==> src/rtl/embaralha_pkg.sv <==
// Shared types and helpers for the 4-number shuffler.
// State enum, LFSR polynomial/seed, LFSR step and swap-index pick.
package embaralha_pkg;

    typedef enum logic [1:0] {
        IDLE,
        SHUFFLE,
        DONE
    } state_t;

    localparam logic [15:0] LFSR_POLY    = 16'hB400;
    localparam logic [15:0] SEED_DEFAULT = 16'hACE1;

    // Galois step, right shift: feedback taps applied when the
    // bit shifted out is 1.
    function automatic logic [15:0] lfsr_next(input logic [15:0] v);
        logic [15:0] s;
        s = v >> 1;
        if (v[0])
            s = s ^ LFSR_POLY;
        return s;
    endfunction

    // Scales an 8-bit random value into 0..idx without division:
    // (byte * (idx+1)) >> 8. Product fits in 10 bits (255*4).
    function automatic logic [1:0] pick_j(
        input logic [7:0] lfsr_byte,
        input logic [1:0] idx
    );
        logic [9:0] prod;
        prod = 10'(lfsr_byte) * (10'(idx) + 10'd1);
        return prod[9:8];
    endfunction

endpackage

==> src/rtl/lfsr16_galois.sv <==
// 16-bit Galois LFSR with synchronous load and step enable.
// Ports: clk, rst_n, ena (freeze), step, load, load_val, q.
module lfsr16_galois
    import embaralha_pkg::*;
#(
    parameter logic [15:0] RESET_VAL = embaralha_pkg::SEED_DEFAULT
) (
    input  logic        clk,
    input  logic        rst_n,
    input  logic        ena,
    input  logic        step,
    input  logic        load,
    input  logic [15:0] load_val,
    output logic [15:0] q
);

    always_ff @(posedge clk or negedge rst_n) begin
        if (!rst_n)
            q <= RESET_VAL;
        else if (ena) begin
            if (load)
                q <= load_val;
            else if (step)
                q <= lfsr_next(q);
        end
    end

endmodule

==> src/rtl/embaralha_4_num.sv <==
// Sequential Fisher-Yates shuffle of a 4-element vector, one swap/clock.
// Ports: clk, rst_n, ena, seed_load, seed, in_valid/in_ready/ordenado,
// out_valid/out_ready/desordenado; perm when EMBARALHA_PERM_OUT_EN.
module embaralha_4_num
    import embaralha_pkg::*;
#(
    parameter int          WIDTH        = 8,
    parameter logic [15:0] SEED_DEFAULT = embaralha_pkg::SEED_DEFAULT
) (
    input  logic                   clk,
    input  logic                   rst_n,
    input  logic                   ena,
    input  logic                   seed_load,
    input  logic [15:0]            seed,
    input  logic                   in_valid,
    output logic                   in_ready,
    input  logic [3:0][WIDTH-1:0]  ordenado,
    output logic                   out_valid,
    input  logic                   out_ready,
    output logic [3:0][WIDTH-1:0]  desordenado
`ifdef EMBARALHA_PERM_OUT_EN
    ,
    output logic [3:0][1:0]        perm
`endif
);

    state_t                 state;
    state_t                 state_nxt;
    logic [1:0]             idx;
    logic [1:0]             j;
    logic [3:0][WIDTH-1:0]  buffer;
    logic                   accept;
    logic                   step;
    logic                   seed_go;
    logic [15:0]            load_val;
    logic [15:0]            lfsr_q;
    logic                   unused_lfsr_hi;

    // rst_n gating keeps in_ready low while reset is held.
    assign in_ready  = rst_n & ena & (state == IDLE);
    assign out_valid = (state == DONE);
    assign desordenado = buffer;

    assign seed_go  = ena & seed_load & (state == IDLE);
    assign load_val = (seed == 16'h0) ? SEED_DEFAULT : seed;
    assign j        = pick_j(lfsr_q[7:0], idx);

    assign unused_lfsr_hi = ^lfsr_q[15:8];

    lfsr16_galois #(
        .RESET_VAL (SEED_DEFAULT)
    ) u_lfsr (
        .clk      (clk),
        .rst_n    (rst_n),
        .ena      (ena),
        .step     (step),
        .load     (seed_go),
        .load_val (load_val),
        .q        (lfsr_q)
    );

    always_ff @(posedge clk or negedge rst_n) begin
        if (!rst_n)
            state <= IDLE;
        else
            state <= state_nxt;
    end

    always_comb begin
        state_nxt = state;
        accept    = 1'b0;
        step      = 1'b0;
        if (ena) begin
            unique case (state)
                IDLE: begin
                    if (in_valid) begin
                        accept    = 1'b1;
                        state_nxt = SHUFFLE;
                    end
                end
                SHUFFLE: begin
                    step = 1'b1;
                    if (idx == 2'd1)
                        state_nxt = DONE;
                end
                DONE: begin
                    if (out_ready)
                        state_nxt = IDLE;
                end
                default: state_nxt = IDLE;
            endcase
        end
    end

    // When j == idx both writes target the same slot with its own
    // value, so the buffer is left unchanged.
    always_ff @(posedge clk or negedge rst_n) begin
        if (!rst_n) begin
            buffer <= '0;
            idx    <= 2'd3;
        end else if (accept) begin
            buffer <= ordenado;
            idx    <= 2'd3;
        end else if (step) begin
            buffer[idx] <= buffer[j];
            buffer[j]   <= buffer[idx];
            idx         <= idx - 2'd1;
        end
    end

`ifdef EMBARALHA_PERM_OUT_EN
    // Source-index array swapped in lockstep with the data buffer.
    always_ff @(posedge clk or negedge rst_n) begin
        if (!rst_n) begin
            perm <= {2'd3, 2'd2, 2'd1, 2'd0};
        end else if (accept) begin
            perm <= {2'd3, 2'd2, 2'd1, 2'd0};
        end else if (step) begin
            perm[idx] <= perm[j];
            perm[j]   <= perm[idx];
        end
    end
`endif

endmodule

==> config.mk <==
export PLATFORM = sky130hd
export DESIGN_NAME = embaralha_4_num
export DESIGN_NICKNAME = d
export VERILOG_FILES = /design/src/rtl/embaralha_pkg.sv /design/src/rtl/lfsr16_galois.sv /design/src/rtl/embaralha_4_num.sv
export SDC_FILE = /design/constraint.sdc
export NUM_CORES = 1
export LEC_CHECK = 0
export CAP_MARGIN = 20
export CORE_MARGIN = 2
export CORE_UTILIZATION = 40
export CTS_CLUSTER_DIAMETER = 100
export DETAILED_ROUTE_END_ITERATION = 6
export PLACE_DENSITY = 0.68
export SLEW_MARGIN = 25
export SYNTH_ARGS = -nofsm -noshare
export SYNTH_HDL_FRONTEND = slang
export SYNTH_SLANG_ARGS = --single-unit
==> constraint.sdc <==
create_clock -name clk -period 4.6 [get_ports clk]
set_clock_uncertainty 0.2 [all_clocks]
set_input_delay 0.92 -clock clk [delete_from_list [all_inputs] [get_ports clk]]
set_output_delay 0.92 -clock clk [all_outputs]
set_load 0.02 [all_outputs]
==> results.json, run 1 <==
{
  "synth_edf_count": 0,
  "cts_root_buf": "clkbuf_16",
  "seqCellArea_mm2": 0.00131,
  "cp.arrival_ns": 4.34,
  "start_util_pct": 41.4,
  "ys.flop_type": "dfrtp_1",
  "drt_iter0_drc": 645,
  "nFillCells": 1025,
  "vias_per_cell": 6.54,
  "crit_required_ns": 4.58,
  "yosysSeqAreaShare_pct": 28.9,
  "timing.final.crit_share_pct": 94.7,
  "max_freq_mhz": 230,
  "critical_path_class": "register to register",
  "nNetsFinal": 673,
  "multiInputGateArea_mm2": 0.00299,
  "grt_max_degree": 53,
  "async_flop_share_pct": 100,
  "cp-start-kind": "register",
  "slew_headroom_pct": 49.5,
  "drc_errors": 0,
  "final_common_cell": "nand2_1",
  "gp_congestion": 0.968,
  "hold_viol": 0,
  "antennaDiodeCount": 0,
  "wirelength_um": 16600,
  "synth_top_cells_by_area": "dfrtp_1, nand2_1, a221oi_1, dfstp_2, mux4_2",
  "syn_to_final_growth_pct": 26.6,
  "setup_violations": 0,
  "synthesis.area_mm2": 0.00455,
  "cts_tree": "yes",
  "ioPinCount": 88,
  "dieArea_mm2": 0.0122,
  "ys_types": 60,
  "syn_avg_cell_area_um2": 8.76,
  "dpl_cell_area_mm2": 0.00560,
  "numCtsBuffers": 5,
  "rsz0062_at_grt": "no",
  "final_core_util_pct": 52.4,
  "drive_above_1_share_pct": 15.3,
  "cts_buffer_depth": 2,
  "tightest_slew_ns": 0.752,
  "status": "completed",
  "crit_path_end_kind": "register",
  "vias": 4861,
  "path_max_fanout": 7,
  "cts.sinks": 52,
  "grt_pass1_vias": 4695,
  "min_path_type": "register to register",
  "io_buffers": 87,
  "core_region_area_mm2": 0.0110,
  "yosys.area.top_type": "dfrtp_1",
  "synthCells": 519,
  "final_area_mm2": 0.00576,
  "tns_ns": 0,
  "antenna_found_initial": 0,
  "ant_nets": 0,
  "drv_cap": 0,
  "die_w_um": 111,
  "ys_ff_latch": 52,
  "h-tree-depth": 2,
  "detailed_place_hpwl_um": 11700,
  "layout_common_cells": "nand2_1, clkdlybuf4s50_1, dfrtp_1",
  "synth_nets": 590,
  "report.final.slew_viol_count": 0,
  "dr.pass1.iters": 5,
  "synth_top_area_share_pct": 23.1,
  "wire_per_inst_um": 22.3,
  "ys_warn_count": 0,
  "grt_pass1_wl_um": 26300,
  "period_minus_slack_ns": 4.35,
  "postCtsSetupBuffers": 0,
  "cts_hold_buf": 0,
  "worstSkewPairLatency_ns": 0.30,
  "clk_transition_reported_paths_ns": 0.07,
  "die_height_um": 111,
  "ctsResizeCount": 0,
  "grt_remaining_overflow": 0,
  "grt_util_all_layers_pct": 26.6,
  "rows": 38
}
## area by class of cell
cell class / count / area share (%)
Clock buffer: 7 / 2.48
Clock inverter: 1 / 0.130
Inverter: 15 / 0.978
Multi-Input combinational cell: 414 / 52.0
Sequential cell: 52 / 22.8
Tap cell: 140 / 3.04
Timing Repair Buffer: 114 / 18.6
## flip-flops by register name, summed over array words and instances, names as in the netlist
register,flops
desordenado,32
idx,2
u_lfsr.q,16
state,2
## worst paths after layout
check / startpoint / endpoint / slack (ns) / depth (start not counted)
worst max-delay path: idx[0]$_DFFE_PN1P_ / desordenado[17]$_DFFE_PN0P_ / 0.25 / 13
min in group asynchronous: rst_n / u_lfsr.q[9]$_DFFE_PN0P_ / 0.57 / 2
worst max register to register: idx[0]$_DFFE_PN1P_ / desordenado[17]$_DFFE_PN0P_ / 0.25 / 13
worst min register to register: u_lfsr.q[9]$_DFFE_PN0P_ / u_lfsr.q[9]$_DFFE_PN0P_ / 0.30 / 2
worst min-delay path: u_lfsr.q[9]$_DFFE_PN0P_ / u_lfsr.q[9]$_DFFE_PN0P_ / 0.30 / 2
max in group asynchronous: rst_n / desordenado[19]$_DFFE_PN0P_ / 3.17 / 2
## cell usage after synthesis, drive strengths merged (10+ instances only)
cell type / number
a211oi: 25
a21oi: 31
a221oi: 32
a311oi: 16
a31oi: 11
and2: 25
buf: 17
clkbuf: 22
dfrtp: 42
dfstp: 10
ha: 11
inv: 14
nand2: 103
nor2: 34
nor3: 13
o21ai: 16
## cell families (layout without fill, tap and decap cells)
logic type | Yosys count | in the layout | share of synthesized area, %
AND/OR/NAND/NOR | 213 | 214 | 23.2
AO/OA/AOI/OAI | 161 | 161 | 28.6
buffers and inverters | 54 | 137 | 5.56
flip-flops | 52 | 52 | 28.9
adder cells (fa/ha/maj) | 17 | 17 | 5.67
multiplexers | 16 | 16 | 6.60
XOR/XNOR | 6 | 6 | 1.49
## per-stage QoR
stage	setup WS, ns	hold WS (ns)	cells
3_3_place_gp	0.344	0.283	734
4_1_cts	0.231	0.303	742
2_1_floorplan	0.0972	0.267	519
5_1_grt	0.00965	0.333	743
3_5_place_dp	0.244	0.286	734
6_report	0.246	0.302	743
## metal layers
metal / track usage (%) / vias to the layer above / wire [um]
met2: 39.0 / 327 / 7240
met4: 7.33 / 0 / 459
met5: 0 / - / 0
li1: - / 2113 / -
met1: 38.6 / 2370 / 6960
met3: 7.14 / 51 / 1920
## worst max-delay path: stages, from the launching register on
cell and delay (ns):
dfstp_2 0.56, inv_1 0.12, ha_1 0.43, nand2_1 0.11
fa_1 0.52, inv_1 0.05, ha_1 0.31, nand4_2 0.18
nor4_4 0.40, o21ai_2 0.15, a211oi_4 0.28, buf_4 0.21
mux2_4 0.36, a2111oi_2 0.37
Power of run 1 is not shown: default switching activity piles up to over one toggle a cycle in this logic, so the estimate is an artifact.
==> run 2: changes to the inputs <==
- REMOVE_ABC_BUFFERS: not set -> 1
==> run 2 against run 1 <==
Against the previous run: clock-buffer cell count up 1; hold slack better by 0.00085 ns; sequential share of layout area down 0.079 points; die area unchanged; register-to-register slack worse by 0.06 ns; via count down 2.5%; non-clock buffer count up 4; first-iteration DRC count down 35%; worst setup slack worse by 0.059 ns; utilization up 0.18 points; critical endpoint is now desordenado[23]$_DFFE_PN0P_; highest routed layer unchanged.
==> results.json, run 2 (synthesis results as in run 1) <==
{
  "drive_above_1_share_pct": 15.7,
  "setup_violations": 0,
  "numCtsBuffers": 5,
  "drt_iter0_drc": 418,
  "io_buffers": 87,
  "grt_util_all_layers_pct": 24.7,
  "period_minus_slack_ns": 4.41,
  "ctsResizeCount": 0,
  "timing.final.crit_share_pct": 95.9,
  "h-tree-depth": 2,
  "cts_buffer_depth": 2,
  "critical_path_class": "register to register",
  "nNetsFinal": 676,
  "report.final.slew_viol_count": 0,
  "largest_reg_flops": 32,
  "worstSkewPairLatency_ns": 0.30,
  "clk_transition_reported_paths_ns": 0.07,
  "detailed_place_hpwl_um": 10700,
  "hold_viol": 0,
  "vias_per_cell": 6.35,
  "final_common_cell": "nand2_1",
  "grt_remaining_overflow": 0,
  "drv_cap": 0,
  "path_max_fanout": 20,
  "grt_max_degree": 53,
  "dieArea_mm2": 0.0122,
  "max_freq_mhz": 227,
  "rsz0062_at_grt": "no",
  "grt_pass1_vias": 4576,
  "antennaDiodeCount": 0,
  "die_height_um": 111,
  "die_w_um": 111,
  "status": "completed",
  "tightest_slew_ns": 0.779,
  "min_path_type": "register to register",
  "vias": 4740,
  "crit_required_ns": 4.54,
  "start_util_pct": 41.4,
  "grt_pass1_wl_um": 24300,
  "rows": 38,
  "whs_ns": 0.303,
  "gp_congestion": 0.873,
  "cts.sinks": 52,
  "cp.arrival_ns": 4.35,
  "cts_root_buf": "clkbuf_16",
  "syn_to_final_growth_pct": 27.0,
  "nFillCells": 1063,
  "wire_per_inst_um": 20.7,
  "drc_errors": 0,
  "dr.pass1.iters": 5,
  "crit_path_end_kind": "register",
  "cp-start-kind": "register",
  "ant_nets": 0,
  "slew_headroom_pct": 47.9,
  "cts_tree": "yes",
  "cts_hold_buf": 0,
  "ioPinCount": 88,
  "postCtsSetupBuffers": 0,
  "antenna_found_initial": 0,
  "wirelength_um": 15500,
  "core_region_area_mm2": 0.0110,
  "layout_common_cells": "nand2_1, clkdlybuf4s50_1, dfrtp_1"
}
-- run 2: cell type report --
class	count	area (um^2)	share of cell area, %
flip-flops and latches	52	1310	22.7
inverters	15	56.3	0.974
well taps	140	175	3.03
repair buffers	118	1100	19.0
clock buffers	8	146	2.53
multi-input cells	413	2990	51.7
-- run 2: routing by layer --
metal  vias up  share of wire (%)  track usage (%)
met1      2281                 39             31.8
li1       2120                  -                -
met4         0                4.3             11.3
met5         -                  0                0
met2       280                 47             39.7
met3        59                9.9             5.32
-- run 2: critical path, cell delays in order, from the launching register on --
cell	delay (ns)
dfstp_2	0.56
ha_1	0.38
nand2_1	0.14
fa_1	0.55
inv_1	0.04
ha_1	0.33
nand3_2	0.14
or4_4	0.72
a21oi_4	0.32
nand2_1	0.40
a21oi_1	0.39
a2111oi_4	0.07
-- run 2: worst paths after layout --
path	slack (ns)	startpoint	to	cells after the start
min reg2reg	0.30	u_lfsr.q[15]$_DFFE_PN1P_	u_lfsr.q[15]$_DFFE_PN1P_	2
max in group asynchronous	3.14	rst_n	desordenado[1]$_DFFE_PN0P_	2
max reg2reg	0.19	idx[0]$_DFFE_PN1P_	desordenado[23]$_DFFE_PN0P_	11
min	0.30	u_lfsr.q[15]$_DFFE_PN1P_	u_lfsr.q[15]$_DFFE_PN1P_	2
max	0.19	idx[0]$_DFFE_PN1P_	desordenado[23]$_DFFE_PN0P_	11
min in group asynchronous	0.59	rst_n	u_lfsr.q[14]$_DFFE_PN0P_	2
-- run 2: stage by stage --
stage | cells | cell area (um^2) | worst slack, ns | utilization, % | TNS, ns
after floorplan | 480 | 4350 | -0.682 | - | -17.19
after global placement | 738 | 5630 | 0.310 | 51.2 | 0
after detailed placement | 738 | 5630 | 0.249 | 51.2 | 0
after CTS | 746 | 5770 | 0.193 | 52.6 | 0
after global routing | 746 | 5780 | 0.0143 | 52.6 | 0
final | 746 | 5780 | 0.187 | 52.6 | 0
Power of run 2 is left out for the same reason.
